==> src/rtl/axis_weight_scaler_if.sv <==
// Stream bundle shared by the scaler's input and output ports.
//
// Handshake: a beat transfers on a rising clock edge where tvalid and tready
// are both 1. While the source holds tvalid=1 and the sink has not yet
// accepted, tdata/tkeep/tlast stay constant. tready may depend
// combinationally on the sink's state. tvalid never depends on tready.
interface axis_weight_scaler_if #(
  parameter int TDW = 128
) ();
  logic [TDW-1:0]   tdata;
  logic [TDW/8-1:0] tkeep;
  logic             tvalid;
  logic             tlast;
  logic             tready;

  modport master (
    output tdata,
    output tkeep,
    output tvalid,
    output tlast,
    input  tready
  );

  modport slave (
    input  tdata,
    input  tkeep,
    input  tvalid,
    input  tlast,
    output tready
  );
endinterface

==> src/rtl/axis_weight_scaler.sv <==
// Two-stage stream scaler. Each DW-bit signed lane is multiplied by a signed
// fixed-point weight, rounded half-up, and saturated. The weight and bypass
// mode are latched once at the start of each packet.
// Stage 1 registers the accepted beat together with its packet weight.
// Stage 2 registers the scaled result, which drives m_axis directly.
module axis_weight_scaler #(
  parameter int LANES = 16,
  parameter int DW    = 8,
  parameter int WW    = 8,
  parameter int FRAC  = 7
) (
  input  logic                        CLK,
  input  logic                        RST,
  axis_weight_scaler_if.slave         s_axis,
  axis_weight_scaler_if.master        m_axis,
  input  logic [WW-1:0]               bWeight,
  input  logic                        bWeight_valid,
  input  logic                        bypass,
  output logic [15:0]                 sat_count,
  output logic [15:0]                 pkt_count,
  output logic                        dbg_in_pkt_o
);

  localparam int TW = LANES * DW;
  localparam int KW = TW / 8;
  // One guard bit above the full product, so adding the rounding constant
  // cannot overflow.
  localparam int PW = DW + WW + 1;

  localparam logic signed [PW-1:0] RND  = PW'(1) << (FRAC - 1);
  localparam logic signed [PW-1:0] MAXV = PW'((2 ** (DW - 1)) - 1);
  localparam logic signed [PW-1:0] MINV = PW'(-(2 ** (DW - 1)));

  typedef enum logic {
    ST_IDLE   = 1'b0,
    ST_IN_PKT = 1'b1
  } pkt_state_e;

  pkt_state_e state_q, state_d;

  logic [WW-1:0] shadow_q;
  logic [WW-1:0] act_weight_q;
  logic          act_bypass_q;
  logic [WW-1:0] eff_weight;
  logic          eff_bypass;
  logic          load_active;

  logic          s1_valid_q;
  logic [TW-1:0] s1_data_q;
  logic [KW-1:0] s1_keep_q;
  logic          s1_last_q;
  logic [WW-1:0] s1_weight_q;
  logic          s1_bypass_q;

  logic          m_valid_q;
  logic [TW-1:0] m_data_q;
  logic [KW-1:0] m_keep_q;
  logic          m_last_q;
  logic          m_sat_q;

  logic [15:0]   sat_cnt_q;
  logic [15:0]   pkt_cnt_q;

  logic          en;
  logic          s_fire;
  logic          m_fire;

  logic [TW-1:0]    scaled_w;
  logic [LANES-1:0] lane_sat_w;

  // Scale one lane. Bit DW of the result flags saturation; the low DW bits
  // hold the value.
  function automatic logic [DW:0] scale_lane(
    input logic signed [DW-1:0] sample,
    input logic signed [WW-1:0] weight
  );
    logic signed [PW-1:0] s_ext;
    logic signed [PW-1:0] w_ext;
    logic signed [PW-1:0] prod;
    logic signed [PW-1:0] shifted;
    s_ext   = {{(PW-DW){sample[DW-1]}}, sample};
    w_ext   = {{(PW-WW){weight[WW-1]}}, weight};
    prod    = s_ext * w_ext;
    // Adding half an LSB before the arithmetic shift gives round-half-up.
    shifted = (prod + RND) >>> FRAC;
    if (shifted > MAXV) begin
      scale_lane = {1'b1, MAXV[DW-1:0]};
    end else if (shifted < MINV) begin
      scale_lane = {1'b1, MINV[DW-1:0]};
    end else begin
      scale_lane = {1'b0, shifted[DW-1:0]};
    end
  endfunction

  // The whole pipeline advances together when the output slot is free or
  // is being drained this cycle.
  assign en            = !m_valid_q || m_axis.tready;
  assign s_axis.tready = en;
  assign s_fire        = s_axis.tvalid && en;
  assign m_fire        = m_valid_q && m_axis.tready;

  // Shadow weight captures every load strobe, whatever the packet state.
  always_ff @(posedge CLK or posedge RST) begin
    if (RST) begin
      shadow_q <= '0;
    end else if (bWeight_valid) begin
      shadow_q <= bWeight;
    end
  end

  // Packet state register.
  always_ff @(posedge CLK or posedge RST) begin
    if (RST) begin
      state_q <= ST_IDLE;
    end else begin
      state_q <= state_d;
    end
  end

  // Next packet state, and the weight/bypass that apply to the beat now at
  // the input. On a first beat, a coinciding strobe takes priority over the
  // shadow register.
  always_comb begin
    state_d     = state_q;
    load_active = 1'b0;
    eff_weight  = act_weight_q;
    eff_bypass  = act_bypass_q;
    case (state_q)
      ST_IDLE: begin
        eff_weight = bWeight_valid ? bWeight : shadow_q;
        eff_bypass = bypass;
        if (s_fire) begin
          load_active = 1'b1;
          state_d     = s_axis.tlast ? ST_IDLE : ST_IN_PKT;
        end
      end
      ST_IN_PKT: begin
        if (s_fire && s_axis.tlast) begin
          state_d = ST_IDLE;
        end
      end
      default: state_d = ST_IDLE;
    endcase
  end

  // Latch the per-packet weight and bypass when a packet's first beat is
  // accepted.
  always_ff @(posedge CLK or posedge RST) begin
    if (RST) begin
      act_weight_q <= '0;
      act_bypass_q <= 1'b0;
    end else if (load_active) begin
      act_weight_q <= eff_weight;
      act_bypass_q <= eff_bypass;
    end
  end

  // Stage 1: capture the accepted beat with its packet weight. A bubble
  // enters as valid=0.
  always_ff @(posedge CLK or posedge RST) begin
    if (RST) begin
      s1_valid_q  <= 1'b0;
      s1_data_q   <= '0;
      s1_keep_q   <= '0;
      s1_last_q   <= 1'b0;
      s1_weight_q <= '0;
      s1_bypass_q <= 1'b0;
    end else if (en) begin
      s1_valid_q <= s_axis.tvalid;
      if (s_axis.tvalid) begin
        s1_data_q   <= s_axis.tdata;
        s1_keep_q   <= s_axis.tkeep;
        s1_last_q   <= s_axis.tlast;
        s1_weight_q <= eff_weight;
        s1_bypass_q <= eff_bypass;
      end
    end
  end

  // Per-lane arithmetic. Bypass forwards the sample untouched and never
  // flags saturation.
  for (genvar k = 0; k < LANES; k++) begin : g_lane
    logic [DW:0] res;
    assign res                  = scale_lane(s1_data_q[k*DW +: DW], s1_weight_q);
    assign scaled_w[k*DW +: DW] = s1_bypass_q ? s1_data_q[k*DW +: DW] : res[DW-1:0];
    assign lane_sat_w[k]        = !s1_bypass_q && res[DW];
  end

  // Stage 2: the output register. It holds while stalled, which keeps the
  // beat stable until it is accepted.
  always_ff @(posedge CLK or posedge RST) begin
    if (RST) begin
      m_valid_q <= 1'b0;
      m_data_q  <= '0;
      m_keep_q  <= '0;
      m_last_q  <= 1'b0;
      m_sat_q   <= 1'b0;
    end else if (en) begin
      m_valid_q <= s1_valid_q;
      if (s1_valid_q) begin
        m_data_q <= scaled_w;
        m_keep_q <= s1_keep_q;
        m_last_q <= s1_last_q;
        m_sat_q  <= |lane_sat_w;
      end
    end
  end

  // Output-side statistics. The saturation count sticks at all-ones; the
  // packet count wraps.
  always_ff @(posedge CLK or posedge RST) begin
    if (RST) begin
      sat_cnt_q <= '0;
      pkt_cnt_q <= '0;
    end else begin
      if (m_fire && m_sat_q && (sat_cnt_q != 16'hFFFF)) begin
        sat_cnt_q <= sat_cnt_q + 16'd1;
      end
      if (m_fire && m_last_q) begin
        pkt_cnt_q <= pkt_cnt_q + 16'd1;
      end
    end
  end

  assign m_axis.tvalid = m_valid_q;
  assign m_axis.tdata  = m_data_q;
  assign m_axis.tkeep  = m_keep_q;
  assign m_axis.tlast  = m_last_q;
  assign sat_count     = sat_cnt_q;
  assign pkt_count     = pkt_cnt_q;
  assign dbg_in_pkt_o  = (state_q == ST_IN_PKT);

endmodule
==> src/flat_wrapper.sv <==
// flat-port wrapper written by rule: the top's interface ports become plain ports
module axis_weight_scaler_flat 
#(
  parameter int LANES = 16,
  parameter int DW    = 8,
  parameter int WW    = 8,
  parameter int FRAC  = 7
)
  (CLK, RST, bWeight, bWeight_valid, bypass, sat_count, pkt_count, dbg_in_pkt_o, s_axis_tdata, s_axis_tkeep, s_axis_tvalid, s_axis_tlast, s_axis_tready, m_axis_tdata, m_axis_tkeep, m_axis_tvalid, m_axis_tlast, m_axis_tready);
  axis_weight_scaler_if s_axis_i ();
  axis_weight_scaler_if m_axis_i ();
  input  logic CLK;
  input  logic RST;
  input  logic [WW-1:0] bWeight;
  input  logic bWeight_valid;
  input  logic bypass;
  output logic [15:0] sat_count;
  output logic [15:0] pkt_count;
  output logic dbg_in_pkt_o;
  input wire logic [$bits(s_axis_i.tdata)-1:0] s_axis_tdata;
  input wire logic [$bits(s_axis_i.tkeep)-1:0] s_axis_tkeep;
  input wire logic [$bits(s_axis_i.tvalid)-1:0] s_axis_tvalid;
  input wire logic [$bits(s_axis_i.tlast)-1:0] s_axis_tlast;
  output wire logic [$bits(s_axis_i.tready)-1:0] s_axis_tready;
  output wire logic [$bits(m_axis_i.tdata)-1:0] m_axis_tdata;
  output wire logic [$bits(m_axis_i.tkeep)-1:0] m_axis_tkeep;
  output wire logic [$bits(m_axis_i.tvalid)-1:0] m_axis_tvalid;
  output wire logic [$bits(m_axis_i.tlast)-1:0] m_axis_tlast;
  input wire logic [$bits(m_axis_i.tready)-1:0] m_axis_tready;
  assign s_axis_i.tdata = s_axis_tdata;
  assign s_axis_i.tkeep = s_axis_tkeep;
  assign s_axis_i.tvalid = s_axis_tvalid;
  assign s_axis_i.tlast = s_axis_tlast;
  assign s_axis_tready = s_axis_i.tready;
  assign m_axis_tdata = m_axis_i.tdata;
  assign m_axis_tkeep = m_axis_i.tkeep;
  assign m_axis_tvalid = m_axis_i.tvalid;
  assign m_axis_tlast = m_axis_i.tlast;
  assign m_axis_i.tready = m_axis_tready;
  axis_weight_scaler #(.LANES(LANES), .DW(DW), .WW(WW), .FRAC(FRAC)) u_core (.CLK(CLK), .RST(RST), .s_axis(s_axis_i), .m_axis(m_axis_i), .bWeight(bWeight), .bWeight_valid(bWeight_valid), .bypass(bypass), .sat_count(sat_count), .pkt_count(pkt_count), .dbg_in_pkt_o(dbg_in_pkt_o));
endmodule
==> config.mk <==
export PLATFORM = sky130hd
export DESIGN_NAME = axis_weight_scaler_flat
export DESIGN_NICKNAME = d
export VERILOG_FILES = /design/src/rtl/axis_weight_scaler_if.sv /design/src/rtl/axis_weight_scaler.sv /design/src/flat_wrapper.sv
export SDC_FILE = /design/constraint.sdc
export NUM_CORES = 2
export LEC_CHECK = 0
export CORE_MARGIN = 2
export CORE_UTILIZATION = 33
export CTS_BUF_LIST = sky130_fd_sc_hd__clkbuf_4 sky130_fd_sc_hd__clkbuf_8 sky130_fd_sc_hd__clkbuf_16
export DETAILED_ROUTE_END_ITERATION = 10
export PLACE_DENSITY = 0.59
export SLEW_MARGIN = 10
export SYNTH_ARGS = -nofsm -noshare
export SYNTH_HDL_FRONTEND = slang
export SYNTH_SLANG_ARGS = --single-unit
==> constraint.sdc <==
create_clock -name CLK -period 15.65 [get_ports CLK]
set_clock_uncertainty 0.15 [all_clocks]
set_input_delay 3.13 -clock CLK [delete_from_list [all_inputs] [get_ports CLK]]
set_output_delay 3.13 -clock CLK [all_outputs]
set_load 0.05 [all_outputs]
==> flow_metrics.py <==
metrics = {
    "clock_tree": {
        "clk_pin_slew_worst_paths_ps": 50,
        "numClockSinks": 352,
        "cts_setup_buffers": 0,
        "cts_inserted_buffers": 48,
        "htreeDepth": 2,
        "clk_latency_ps": 660,
        "cts_hold_buf": 0,
        "ctsResizeCount": 0,
        "cts_tree": "built",
        "cts-root-buf": "clkbuf_16",
        "clockBufferDepth": 3,
    },
    "worst_setup_path": {
        "cpMostUsedCell": "clkdlybuf4s50_1",
        "crit_type": "in2out",
        "start_kind": "primary input",
        "reg2reg_from": "u_core.s1_weight_q[4]",
        "ff2ff_setup_slack_ps": 7840,
        "slowest_stage": "clkdlybuf4s50_1",
        "cp_max_fo": 8,
        "cp-end-kind": "primary output",
        "crit_path_cell_trace": "clkdlybuf4s50_1, nand2b_1, clkdlybuf4s50_1",
        "crit_path_max_incr_delay_ps": 960,
        "cp_data_arrival_time_ps": 5360,
        "startpoint": "m_axis_tready",
        "cp.required_ps": 12370,
    },
    "yosys": {
        "ys_seq_area_share_pct": 15.94,
        "yosys_warnings": 0,
        "syn_nets": 7686,
        "async_flop_share_pct": 100.0,
        "ys.flop_type": "dfrtp_1",
        "syn_area_um2": 55240,
        "avgSynthCellArea_um2": 8.915,
        "synth_seq_cells": 352,
        "synth-edff-count": 0,
        "yosysUniqueCellTypes": 90,
        "syn-instance-count": 6197,
    },
    "timing": {
        "finalCritPeriodShare_pct": 55.19,
        "fin_tns_setup_ps": 0,
        "slew_violations": 0,
        "relSlewSlack_pct": 24.72,
        "setup_viol": 0,
        "rsz0062_at_grt": "false",
        "min_period_ps": 8637,
        "fmax_mhz": 115.8,
        "worstMarginPinSlew_ps": 1101,
        "hold_violations": 0,
    },
    "drt": {
        "drtIter0Drc": 2062,
        "drc": 0,
        "wl_um": 151600,
        "avgViaCountPerCell": 4.758,
        "final_antenna_net_count": 0,
        "vias": 40760,
        "wl_per_cell_um": 17.70,
        "firstDrtPassIters": 5,
    },
    "min_path": {
        "min_from": "u_core.s1_keep_q[15]",
        "hp-class": "reg2reg",
    },
    "die": {
        "die_w_um": 413.2,
        "row_count": 150,
        "initial_utilization_pct": 33.15,
        "dieArea_um2": 170700,
        "ioPinCount": 339,
        "fp.coreArea_um2": 166700,
        "die_h_um": 413.2,
    },
    "global_route": {
        "antenna_found_initial": 12,
        "track_usage_pct": 18.21,
        "grt_pass1_vias": 43430,
        "grt_pass1_wl_um": 243800,
        "overflow": 0,
        "grt_start_max_net_pins": 146,
    },
    "outcome": {
        "outcome": "completed",
    },
    "final_layout": {
        "area_delta_synth_final_pct": 12.62,
        "mostFrequentLayoutCells": "1212 x inv_1, 912 x fa_1, 909 x nand2_1",
        "fillers": 17010,
        "drive_above_1_share_pct": 3.443,
        "final_common_cell": "inv_1",
        "final_nets": 7809,
    },
    "flow_run": {
        "drv_cap": 0,
    },
    "placement": {
        "portBuffers": 338,
        "dp_hpwl_um": 115300,
        "place.gp.congestion": 0.8373,
    },
}
metal layers:
layer / vias to the layer above / share of wire (%) / GRT usage [%]
met4: 8 / 2.6 / 4.408
met1: 20560 / 46 / 25.34
li1: 19170 / - / -
met3: 174 / 5.4 / 3.022
met2: 851 / 46 / 29.47
met5: - / 0.030 / 0
state kept, by name, indices dropped and copies added, names as in the netlist, named ones only:
name,cells
u_core.act_bypass_q,1
u_core.m_axis.tvalid,1
u_core.s1_data_q,128
u_core.m_axis.tlast,1
u_core.m_axis.tdata,128
u_core.m_sat_q,1
u_core.m_axis.tkeep,16
u_core.s1_keep_q,16
u_core.pkt_count,16
u_core.s1_bypass_q,1
u_core.sat_count,16
u_core.act_weight_q,8
u_core.s1_valid_q,1
u_core.s1_last_q,1
u_core.s1_weight_q,8
u_core.shadow_q,8
stage by stage:
| stage | utilization (%) | worst slack [ps] | instance area [um^2] | std cells | hold WS, ps |
|---|---|---|---|---|---|
| after floorplan | - | 2606 | 55240 | 6197 | 291.7 |
| after global placement | 36.28 | 7119 | 60470 | 8471 | 304.2 |
| after detailed placement | 36.30 | 7117 | 60490 | 8473 | 308.5 |
| after CTS | 37.32 | 7078 | 62200 | 8563 | 322.6 |
| after global routing | 37.33 | 6974 | 62210 | 8564 | 332.7 |
| final | 37.33 | 7013 | 62210 | 8567 | 316.7 |
path summary, 6_finish.rpt:
check | end | cells after the start
worst max-delay path | s_axis_tready | 3
worst min-delay path | u_core.s1_keep_q[15] | 2
worst max register to register | u_core.m_axis.tdata[16] | 19
worst min register to register | u_core.s1_keep_q[15] | 2
max in group asynchronous | u_core.s1_data_q[79] | 4
min in group asynchronous | u_core.m_axis.tkeep[7] | 2
cells in the mapped netlist, types with 11 or more instances:
cell type	n	area [um^2]
xor2_1	73	639.4
a221oi_1	14	122.6
o21bai_1	24	180.2
o21ai_0	218	1091
buf_4	18	135.1
o31ai_1	27	202.7
or3_1	13	81.33
nor2b_1	126	788.3
nor3_1	31	155.2
o211ai_1	17	127.6
buf_1	29	108.9
a21o_1	40	300.3
and2_1	600	3754
xnor2_1	168	1471
or2_2	13	81.33
and3_1	51	319.1
nand2_1	911	3420
nand4_1	20	125.1
fa_1	912	18260
o21a_1	19	142.6
dfrtp_1	352	8808
clkbuf_2	11	55.05
nand2b_1	28	175.2
a31oi_1	18	112.6
mux2_2	39	439.2
nand3_1	45	225.2
mux2i_1	29	290.3
clkbuf_1	239	897.1
ha_1	418	5230
nor2_1	133	499.2
a211o_1	25	219.0
a211oi_1	23	172.7
inv_1	1213	4553
a21oi_1	175	875.8
cells by family after synthesis:
group                    count (synthesis)  synth area share (%)
adder cells (fa/ha/maj)               1330                 42.52
XOR/XNOR                               245                 3.975
buffers and inverters                 1515                 10.51
multiplexers                            69                 1.361
AND/OR/NAND/NOR                       2008                 17.98
AO/OA/AOI/OAI                          678                 7.714
flip-flops                             352                 15.94
area by class of cell:
cell class                 count  area (um^2)  area share (%)
multi-input combinational   4330        40650           65.35
clock buffer                  64         1378           2.214
inverter                    1214         4567           7.341
tap                         2204         2758           4.433
sequential                   352         8842           14.21
antenna                        3        7.507         0.01207
clock inverter                26        329.1          0.5289
timing repair buffer         374         3679           5.913
critical path: cells and delay by family:
family | cells | cell delay (ps)
buffers and inverters | 2 | 1470
and+or+nand+nor | 1 | 750
Power is not shown: default switching activity piles up to over one toggle a cycle in this logic, so the estimate is an artifact.
